<file path="config.mk">
export PLATFORM = sky130hd
export DESIGN_NAME = adc_bridge_ctrl
export DESIGN_NICKNAME = d
export VERILOG_FILES = /design/src/rtl/adc_bridge_pkg.sv /design/src/rtl/adc_sclk_gen.sv /design/src/rtl/adc_bridge_ctrl.sv
export SDC_FILE = /design/constraint.sdc
export NUM_CORES = 1
export LEC_CHECK = 0
export ABC_AREA = 1
export CAP_MARGIN = 20
export CORE_MARGIN = 8
export CORE_UTILIZATION = 58
export DETAILED_ROUTE_END_ITERATION = 8
export HOLD_SLACK_MARGIN = 0.12
export PLACE_DENSITY = 0.91
export SYNTH_ARGS = -nofsm -noshare
export SYNTH_HDL_FRONTEND = slang
export SYNTH_SLANG_ARGS = --single-unit
</file>
<file path="constraint.sdc">
create_clock -name clk -period 3.6 [get_ports clk]
set_input_delay 0.36 -clock clk [delete_from_list [all_inputs] [get_ports clk]]
set_output_delay 0.36 -clock clk [all_outputs]
set_load 0.02 [all_outputs]
</file>
<file path="src/rtl/adc_bridge_pkg.sv">
// adc_bridge_pkg: controller state encoding and serial frame geometry shared by the ADC bridge blocks
package adc_bridge_pkg;

    typedef enum logic [2:0] {IDLE, SHIFT_CFG, LOAD, WAIT_CONV, SHIFT_RES, DONE} state_t;

    localparam int CFG_BITS = 33;
    localparam int RES_BITS = 20;
    localparam int RES_LSB  = 2;
    localparam int RES_MSB  = 17;

endpackage

</file>
<file path="src/rtl/adc_sclk_gen.sv">
// adc_sclk_gen: sclk divider (CLK_DIV low cycles then CLK_DIV high cycles) with phase strobes
// Held with sclk low and the divider cleared while en=0, so every enable starts on a fresh low phase.
module adc_sclk_gen #(
    parameter int CLK_DIV = 2
) (
    input  logic clk,
    input  logic rst_n,
    input  logic en,
    output logic sclk,
    output logic low_start,
    output logic sample,
    output logic rise
);

    logic [7:0] cnt;
    logic       last;

    assign last      = cnt == 8'(CLK_DIV - 1);
    assign sample    = en && !sclk && last;
    assign rise      = sample;
    assign low_start = en && sclk && last;

    always_ff @(posedge clk or negedge rst_n) begin
        if (!rst_n) begin
            cnt  <= '0;
            sclk <= 1'b0;
        end else if (!en) begin
            cnt  <= '0;
            sclk <= 1'b0;
        end else if (last) begin
            cnt  <= '0;
            sclk <= ~sclk;
        end else begin
            cnt  <= cnt + 8'd1;
        end
    end

endmodule

</file>
<file path="src/rtl/adc_bridge_ctrl.sv">
// adc_bridge_ctrl: shifts a 33-bit config frame to an ADC bridge, loads it, waits for conversion, reads 20 bits back.
// Optional WAIT_CONV watchdog and timeout port: define ADC_BRIDGE_CTRL_TIMEOUT_EN.
module adc_bridge_ctrl
    import adc_bridge_pkg::*;
#(
    parameter int CLK_DIV     = 2,
    parameter int TIMEOUT_CYC = 4096
) (
    input  logic        clk,
    input  logic        rst_n,
    input  logic        start,
    input  logic [15:0] cfg1,
    input  logic [15:0] cfg2,
    input  logic        cfg_mode,
    output logic        busy,
    output logic        done,
`ifdef ADC_BRIDGE_CTRL_TIMEOUT_EN
    output logic        timeout,
`endif
    output logic [15:0] result,
    output logic [3:0]  res_stat,
    output logic        sclk,
    output logic        sd_o,
    output logic        sload,
    input  logic        sd_i,
    input  logic        conv_fin
);

    state_t              state, state_n;
    logic [CFG_BITS-1:0] frame;
    logic [RES_BITS-1:0] res;
    logic [5:0]          bcnt;
    logic                low_start, sample, rise, to_hit;

    assign busy  = state inside {SHIFT_CFG, LOAD, WAIT_CONV, SHIFT_RES};
    assign done  = state == DONE;
    assign sload = state == LOAD;

    adc_sclk_gen #(.CLK_DIV(CLK_DIV)) u_sclk (
        .clk(clk), .rst_n(rst_n), .en(busy), .sclk(sclk),
        .low_start(low_start), .sample(sample), .rise(rise)
    );

`ifdef ADC_BRIDGE_CTRL_TIMEOUT_EN
    localparam int TW = $clog2(TIMEOUT_CYC + 1);
    logic [TW-1:0] tcnt;
    // abort at the end of a period so sclk is already low when busy drops
    assign to_hit = low_start && tcnt == TW'(TIMEOUT_CYC);
    always_ff @(posedge clk or negedge rst_n) begin
        if (!rst_n) begin
            tcnt    <= '0;
            timeout <= 1'b0;
        end else begin
            tcnt    <= state != WAIT_CONV ? '0 : tcnt + TW'(rise && !conv_fin);
            timeout <= state == WAIT_CONV && to_hit;
        end
    end
`else
    assign to_hit = 1'b0;
`endif

    always_ff @(posedge clk or negedge rst_n) begin
        if (!rst_n) state <= IDLE;
        else        state <= state_n;
    end

    always_comb begin
        state_n = state;
        case (state)
            IDLE:      state_n = start ? SHIFT_CFG : IDLE;
            SHIFT_CFG: state_n = low_start && bcnt == 6'(CFG_BITS - 1) ? LOAD : SHIFT_CFG;
            LOAD:      state_n = low_start ? WAIT_CONV : LOAD;
            WAIT_CONV: state_n = rise && conv_fin ? SHIFT_RES : to_hit ? IDLE : WAIT_CONV;
            SHIFT_RES: state_n = low_start && bcnt == 6'(RES_BITS) ? DONE : SHIFT_RES;
            default:   state_n = IDLE;
        endcase
    end

    // the start edge opens the first low phase, so bit 0 goes out right away
    always_ff @(posedge clk or negedge rst_n) begin
        if (!rst_n) begin
            frame    <= '0;
            res      <= '0;
            bcnt     <= '0;
            sd_o     <= 1'b0;
            result   <= '0;
            res_stat <= '0;
        end else begin
            case (state)
                IDLE: if (start) begin
                    frame <= {cfg_mode, cfg2, cfg1};
                    sd_o  <= cfg1[0];
                    bcnt  <= '0;
                end
                SHIFT_CFG: if (low_start) begin
                    frame <= frame >> 1;
                    sd_o  <= state_n == LOAD ? 1'b0 : frame[1];
                    bcnt  <= state_n == LOAD ? 6'd0 : bcnt + 6'd1;
                end
                SHIFT_RES: begin
                    if (sample) begin
                        res  <= {sd_i, res[RES_BITS-1:1]};
                        bcnt <= bcnt + 6'd1;
                    end
                    if (state_n == DONE) begin
                        result   <= res[RES_MSB:RES_LSB];
                        res_stat <= {res[RES_BITS-1], res[RES_BITS-2], res[1], res[0]};
                        bcnt     <= '0;
                    end
                end
                default: ;
            endcase
        end
    end

endmodule

</file>
==> metrics, run 1 <==
outcome=finished clean; drt pass-1 iters=5; number of global-route vias before repair=3166; placed cell count=619; internal power=roughly 1.8 mW; most frequent cell after synthesis=nand2_1; Leak=2.34 nW; worst hold path type=input port to asynchronous set/reset pin; Max FO, Critical Path=40; PwrDens=542 nW/µm²; setup TNS=0 ns; top cells by area, synth=dfrtp_1, nand2_1, o21ai_0; worst slew pin tran=approximately 0.96 ns; first-pass GRT wire length=14400 µm; synth unique cells=26; CP Data Arrival Time=roughly 2.6 ns; max-slew violation count=0; routed len/inst=13.6 µm; Ys Warns=0; Worst EP required=3.89 ns; I/O pin cnt=63; Post-Syn Nets=approximately 520; GR peak layer=met2; RSZ-0062 raised after global routing=no; minimum clock period=2.32 ns; initial antenna violation count=0; FMAX=431 MHz; post-synthesis sequential area ratio=54.4%; Post-DP HPWL=5870 µm; Avg Inst Size Synth=8.72 µm²; CP startpoint kind=register; ys flop type=dfrtp_1; post-synth top area cell=dfrtp_1; Initial Util=58.7%; worst r2r path cells=12; Reg clk slew, reported paths=0.08 ns; DIE AREA=approximately 10000 µm²; WS Path Type=register to register; final wirelength=8690 µm; clk root buf=clkbuf_8; Post-CTS Setup Bufs=0; sequential power share=around half; antenna diode instance count=0; post-route insts no fill=638; final hold viol count=0; Setup Viol. Count Final=0; Clock Power Share=24.9%; FF+latch count, synth=91; Net Sw Frac=33.1%; Buffers on Ports=62; met2 Track Usage GR=approximately 28%; GR Layer Usage met3=between 4 and 5%; CTS tree=done; Num CTS Buffers=9; Final GP Congestion=0.801; Psw=906 µW; DR vias=between 3000 and 4000; core area=7140 µm²; clk_lat worst skew=about 0.35 ns; Crit Reg-Reg Endpoint=bcnt[5]$_DFFE_PN0P_; layout cell share with drive strength beyond 1=7.61%; Horiz. Die Dim=101 µm; Max rail drop VDD=0.233 mV; reg2reg start=u_sclk.cnt[1]$_DFF_PN0_; CP endpoint kind=register; Max transition margin=35.7%; total power=2.74 mW; Async SR Flop Fraction=100%; area growth from synthesis to layout=20.8%; number of synthesized flops with an enable pin=0; dpl ws=1.30 ns; Setup WS post-layout=1.28 ns; FP Rows=31; Synth Instances=between 400 and 500; max-cap viol count=0; Final period util=64.5%; top cells by count, synth=nand2_1, dfrtp_1, inv_1, o21ai_0, o211ai_1; vias per std cell=5.18; # H-tree levels=3; Remaining Overflow, GRT=0; Gate power share=26.4%; TritonCTS Sinks=91; Total Routing Usage GR=17.5%; ANT nets after route=0; GRT met1 Usage=22.7%; residual DRC count=0; clk buf depth=2; largest net degree at the start of global routing=92; die height=101 µm; initial DRC count=202; Synth top area share=54.4%; nets=576; Syn Std Cell Area=about 4200 µm²; Clock Skews=roughly 0.011 ns; Util after Layout=between 70% and 80%; reg2reg setup slack=1.28 ns
[routing by layer]
layer	vias to the layer above	part of all wire, %
met4	0	1.4
met3	12	5.6
met1	1560	45
met2	85	48
li1	1650	-
met5	-	0
[worst max-delay path, stage by stage, from the launching register on]
cell	delay, ns
dfrtp_1	0.41
inv_1	0.06
ha_1	0.17
nand2_2	0.07
nor2_4	0.14
inv_2	0.05
nor2_2	0.15
nand3_2	0.52
nand3_2	0.24
nand2_2	0.19
nor2_1	0.13
nand2_1	0.07
nand2_1	0.05
[cells by family after synthesis]
kind of cell / synth area share, %
adder cells (fa/ha/maj): 1.20
buffers and inverters: 10.3
AND/OR/NAND/NOR: 17.2
multiplexers: 0.717
XOR/XNOR: 0.837
AO/OA/AOI/OAI: 15.3
flip-flops: 54.4
[metrics by stage]
stage / hold WS, ns / cell area (µm²)
after global routing: 0.422 / 5060
final: 0.408 / 5060
after detailed placement: 0.473 / 4790
after floorplan: 0.0644 / 4190
after global placement: 0.467 / 4790
after CTS: 0.252 / 4990
[power groups by stage]
stage | clock network, mW | registers, mW | logic, mW
after floorplan | 0 | 1.33 | 0.545
after global placement | 0 | 1.34 | 0.672
after detailed placement | 0 | 1.35 | 0.714
after CTS | 0.704 | 1.33 | 0.721
after global routing | 0.736 | 1.35 | 0.832
final | 0.683 | 1.33 | 0.724
[flip-flops by register name (all words and copies together) (netlist names)]
register / cells
frame: 32
res: 20
result: 16
u_sclk.cnt: 8
bcnt: 6
res_stat: 4
state: 3
sd_o: 1
u_sclk.sclk: 1
[worst max-delay path by stage]
stage	from	end	slack (ns)
finish	u_sclk.cnt[1]$_DFF_PN0_	bcnt[5]$_DFFE_PN0P_	1.28
global route	u_sclk.cnt[1]$_DFF_PN0_	frame[15]$_DFFE_PN0P_	1.03
CTS	u_sclk.cnt[1]$_DFF_PN0_	bcnt[5]$_DFFE_PN0P_	1.30
detailed placement	u_sclk.cnt[1]$_DFF_PN0_	bcnt[4]$_DFFE_PN0P_	1.30
global placement	u_sclk.cnt[1]$_DFF_PN0_	res[19]$_DFFE_PN0P_	1.41
floorplan	u_sclk.cnt[1]$_DFF_PN0_	res_stat[0]$_DFFE_PN0P_	1.99
[cells in the final DEF, fill, tap and decap left out, drive strengths merged]
cell type and count:
o21ai 75, xor2 2, nor2 22, bufinv 1
dlygate4sd3 1, clkinvlp 2, clkdlybuf4s50 61, clkbuf 10
inv 78, nand4 3, ha 4, a31oi 2
nor3 8, dfrtp 91, a21oi 7, o211ai 29
buf 4, nand3 17, mux2 2, nand2 118
xnor2 2
[timing repair]
item,4_1_cts,5_1_grt
hold buffers,0,1
setup endpoints to repair,0,0
hold endpoints to repair,0,14
resized for setup,0,0
[layout make-up]
cell class | count | area, µm²
inverter | 75 | 282
multi-input combinational | 291 | 1490
sequential | 91 | 2280
clock buffer | 10 | 128
tap | 99 | 124
clock inverter | 6 | 71.3
fill | 553 | 2080
timing repair buffer | 66 | 691
Power figures use the tool's default switching activity.
==> inputs of run 2 (changes only) <==
--- a/config.mk
+++ b/config.mk
@@ -8,10 +8,10 @@
 export ABC_AREA = 1
 export CAP_MARGIN = 20
 export CORE_MARGIN = 8
-export CORE_UTILIZATION = 58
+export CORE_UTILIZATION = 54
 export DETAILED_ROUTE_END_ITERATION = 8
 export HOLD_SLACK_MARGIN = 0.12
-export PLACE_DENSITY = 0.91
+export PLACE_DENSITY = 0.86
 export SYNTH_ARGS = -nofsm -noshare
 export SYNTH_HDL_FRONTEND = slang
 export SYNTH_SLANG_ARGS = --single-unit
==> constraint.sdc (replaced) <==
create_clock -name clk -period 2.15 [get_ports clk]
set_input_delay 0.215 -clock clk [delete_from_list [all_inputs] [get_ports clk]]
set_output_delay 0.215 -clock clk [all_outputs]
set_load 0.02 [all_outputs]
==> run 2 against run 1 <==
  * Final cell count grew 0.63%
  * Critical path depth shrank 8
  * Sequential share of layout area shrank 0.16 points
  * Non-clock buffer count grew 2
  * Largest cell class unchanged
  * Highest routed layer unchanged
==> metrics, run 2 (same netlist as run 1, synthesis figures left out) <==
WS Path Type=register to output pin; CP Data Arrival Time=1.79 ns (-0.82 ns); Total Routing Usage GR=16.0% (-1.5 points); worst slew pin tran=0.647 ns (-0.315 ns); Clock Power Share=25.1% (+0.2 points); Num CTS Buffers=9 (unchanged); FILL cells=600 (+8.5%); max reg flops=32 (unchanged); residual DRC count=0 (unchanged); DR vias=3288 (-0.57%); area of the multi-input gates=1490 µm² (unchanged); nets=578 (+0.35%); Leak=2.35 nW (+0.28%); Worst EP required=1.93 ns (-1.96 ns); setup TNS=0 ns (unchanged); largest net degree at the start of global routing=67 (-27%); initial antenna violation count=0 (unchanged); TritonCTS Sinks=91 (unchanged); clk_lat worst skew=0.35 ns (about the same); total power=4.59 mW (+67%); CP startpoint kind=register; sequential power share=48.3% (-0.3 points); PwrDens=904 nW/µm² (+67%); Final period util=93.5%; Max rail drop VDD=0.425 mV (+82%); layout cell share with drive strength beyond 1=7.96% (+0.36 points); internal power=3.11 mW (+69%); Post-DP HPWL=5990 µm (+2.0%); drt pass-1 iters=4 (-1); core area=7610 µm² (+6.6%); hold_ws=0.425 ns (+0.0174 ns); Final GP Congestion=0.793 (-1.0%); Buffers on Ports=62 (unchanged); initial DRC count=140 (-31%); Max FO, Critical Path=6 (-85%); die height=104 µm (+3.1%); final hold viol count=0 (unchanged); first-pass GRT wire length=14700 µm (+2.1%); RSZ-0062 raised after global routing=no; most frequent cells in the layout=nand2_1, dfrtp_1, inv_1, o21ai_0, clkdlybuf4s50_1; DIE AREA=10800 µm² (+6.2%); number of global-route vias before repair=3217 (+1.6%); Psw=1.48 mW (+63%); Regs by FF count=frame (32), res (20), result (16); Max transition margin=56.9% (+21 points); Largest Register=frame; CTS tree=done; max-cap viol count=0 (unchanged); Post-CTS Setup Bufs=0 (unchanged); final wirelength=8530 µm (-1.9%); ANT nets after route=0 (unchanged); Initial Util=55.0% (-3.6 points); CP endpoint kind=output pin; minimum clock period=between 2 and 2.5 ns; antenna diode instance count=0 (unchanged); Reg clk slew, reported paths=0.08 ns (about the same); Gate power share=26.7% (+0.3 points); commonest non-fill, non-tap cell in the layout=nand2_1; I/O pin cnt=63 (unchanged); FP Rows=32 (+3.2%); vias per std cell=5.12 (-1.2%); Setup Viol. Count Final=0 (unchanged); Remaining Overflow, GRT=0 (unchanged); outcome=finished clean; Horiz. Die Dim=104 µm (+3.1%); routed len/inst=13.3 µm (-2.5%); max-slew violation count=0 (unchanged); # H-tree levels=3 (unchanged); Clock Skews=0.0138 ns (+0.00281 ns); CTS resizes=0 (unchanged); clk buf depth=2 (unchanged); area growth from synthesis to layout=21.2%; FMAX=498 MHz; worst hold path type=input port to asynchronous set/reset pin; Net Sw Frac=32.2% (-0.82 points); Seq. cell area=2280 µm² (unchanged); clk root buf=clkbuf_8
-- run 2: cell types whose count changed in the layout (fill, tap and decap cells not counted), sizes merged --
cell,change
buf,+2
clkinv,+1
inv,-2
-- run 2: cell type report --
| class | instances | share of cell area [%] |
|---|---|---|
| well taps | 102 | 2.51 |
| inverters | 75 | 5.55 |
| flip-flops and latches | 91 | 44.9 |
| clock inverters | 5 | 1.23 |
| multi-input cells | 291 | 29.3 |
| clock buffers | 10 | 2.71 |
| repair buffers | 68 | 13.9 |
-- run 2: timing repair --
item                       CTS  global route
hold endpoints to repair    49             0
setup endpoints to repair    0             0
hold buffers                 1             0
-- run 2: path summary, 6_finish.rpt --
path | slack, ns | endpoint | start | cells past startpoint
setup / recovery | 0.14 | busy | state[0]$_DFF_PN0_ | 4
hold / removal | 0.43 | frame[10]$_DFFE_PN0P_ | rst_n | 2
setup reg to reg | 0.27 | result[7]$_DFFE_PN0P_ | u_sclk.cnt[1]$_DFF_PN0_ | 10
hold reg to reg | 0.49 | res[17]$_DFFE_PN0P_ | res[17]$_DFFE_PN0P_ | 2
max in group asynchronous | 1.09 | res_stat[2]$_DFFE_PN0P_ | rst_n | 3
min in group clk | 0.47 | sd_o$_DFFE_PN0P_ | cfg1[0] | 3
-- run 2: critical path, stage by stage (launching register included) --
cell and delay [ns]:
dfrtp_1 0.41, inv_2 0.13, nand3_2 0.10, nand2_2 0.17
clkdlybuf4s50_1 0.64
-- run 2: routing by layer --
metal  global-route usage (%)  part of all wire, %  vias to the layer above
li1                         -                    -                     1649
met1                     21.5                   50                     1557
met2                     24.9                   44                       70
met3                     3.72                  4.9                       12
met4                     5.48                  1.3                        0
met5                        0                    0                        -
-- run 2: stage by stage --
| step | setup WS, ns | instance area [µm²] | cells | utilization [%] |
|---|---|---|---|---|
| 2_1_floorplan | 0.543 | 4190 | 480 | - |
| 3_3_place_gp | 0.365 | 4860 | 626 | 63.9 |
| 3_5_place_dp | 0.278 | 4860 | 626 | 63.9 |
| 4_1_cts | 0.120 | 5070 | 642 | 66.7 |
| 5_1_grt | 0.0281 | 5070 | 642 | 66.7 |
| 6_report | 0.140 | 5070 | 642 | 66.7 |
-- run 2: power by group through the flow --
stage / clock, mW / sequential (mW) / combinational, mW
after floorplan: 0 / 2.23 / 0.912
after global placement: 0 / 2.23 / 1.17
after detailed placement: 0 / 2.25 / 1.22
after CTS: 1.18 / 2.22 / 1.23
after global routing: 1.25 / 2.25 / 1.42
final: 1.15 / 2.21 / 1.22
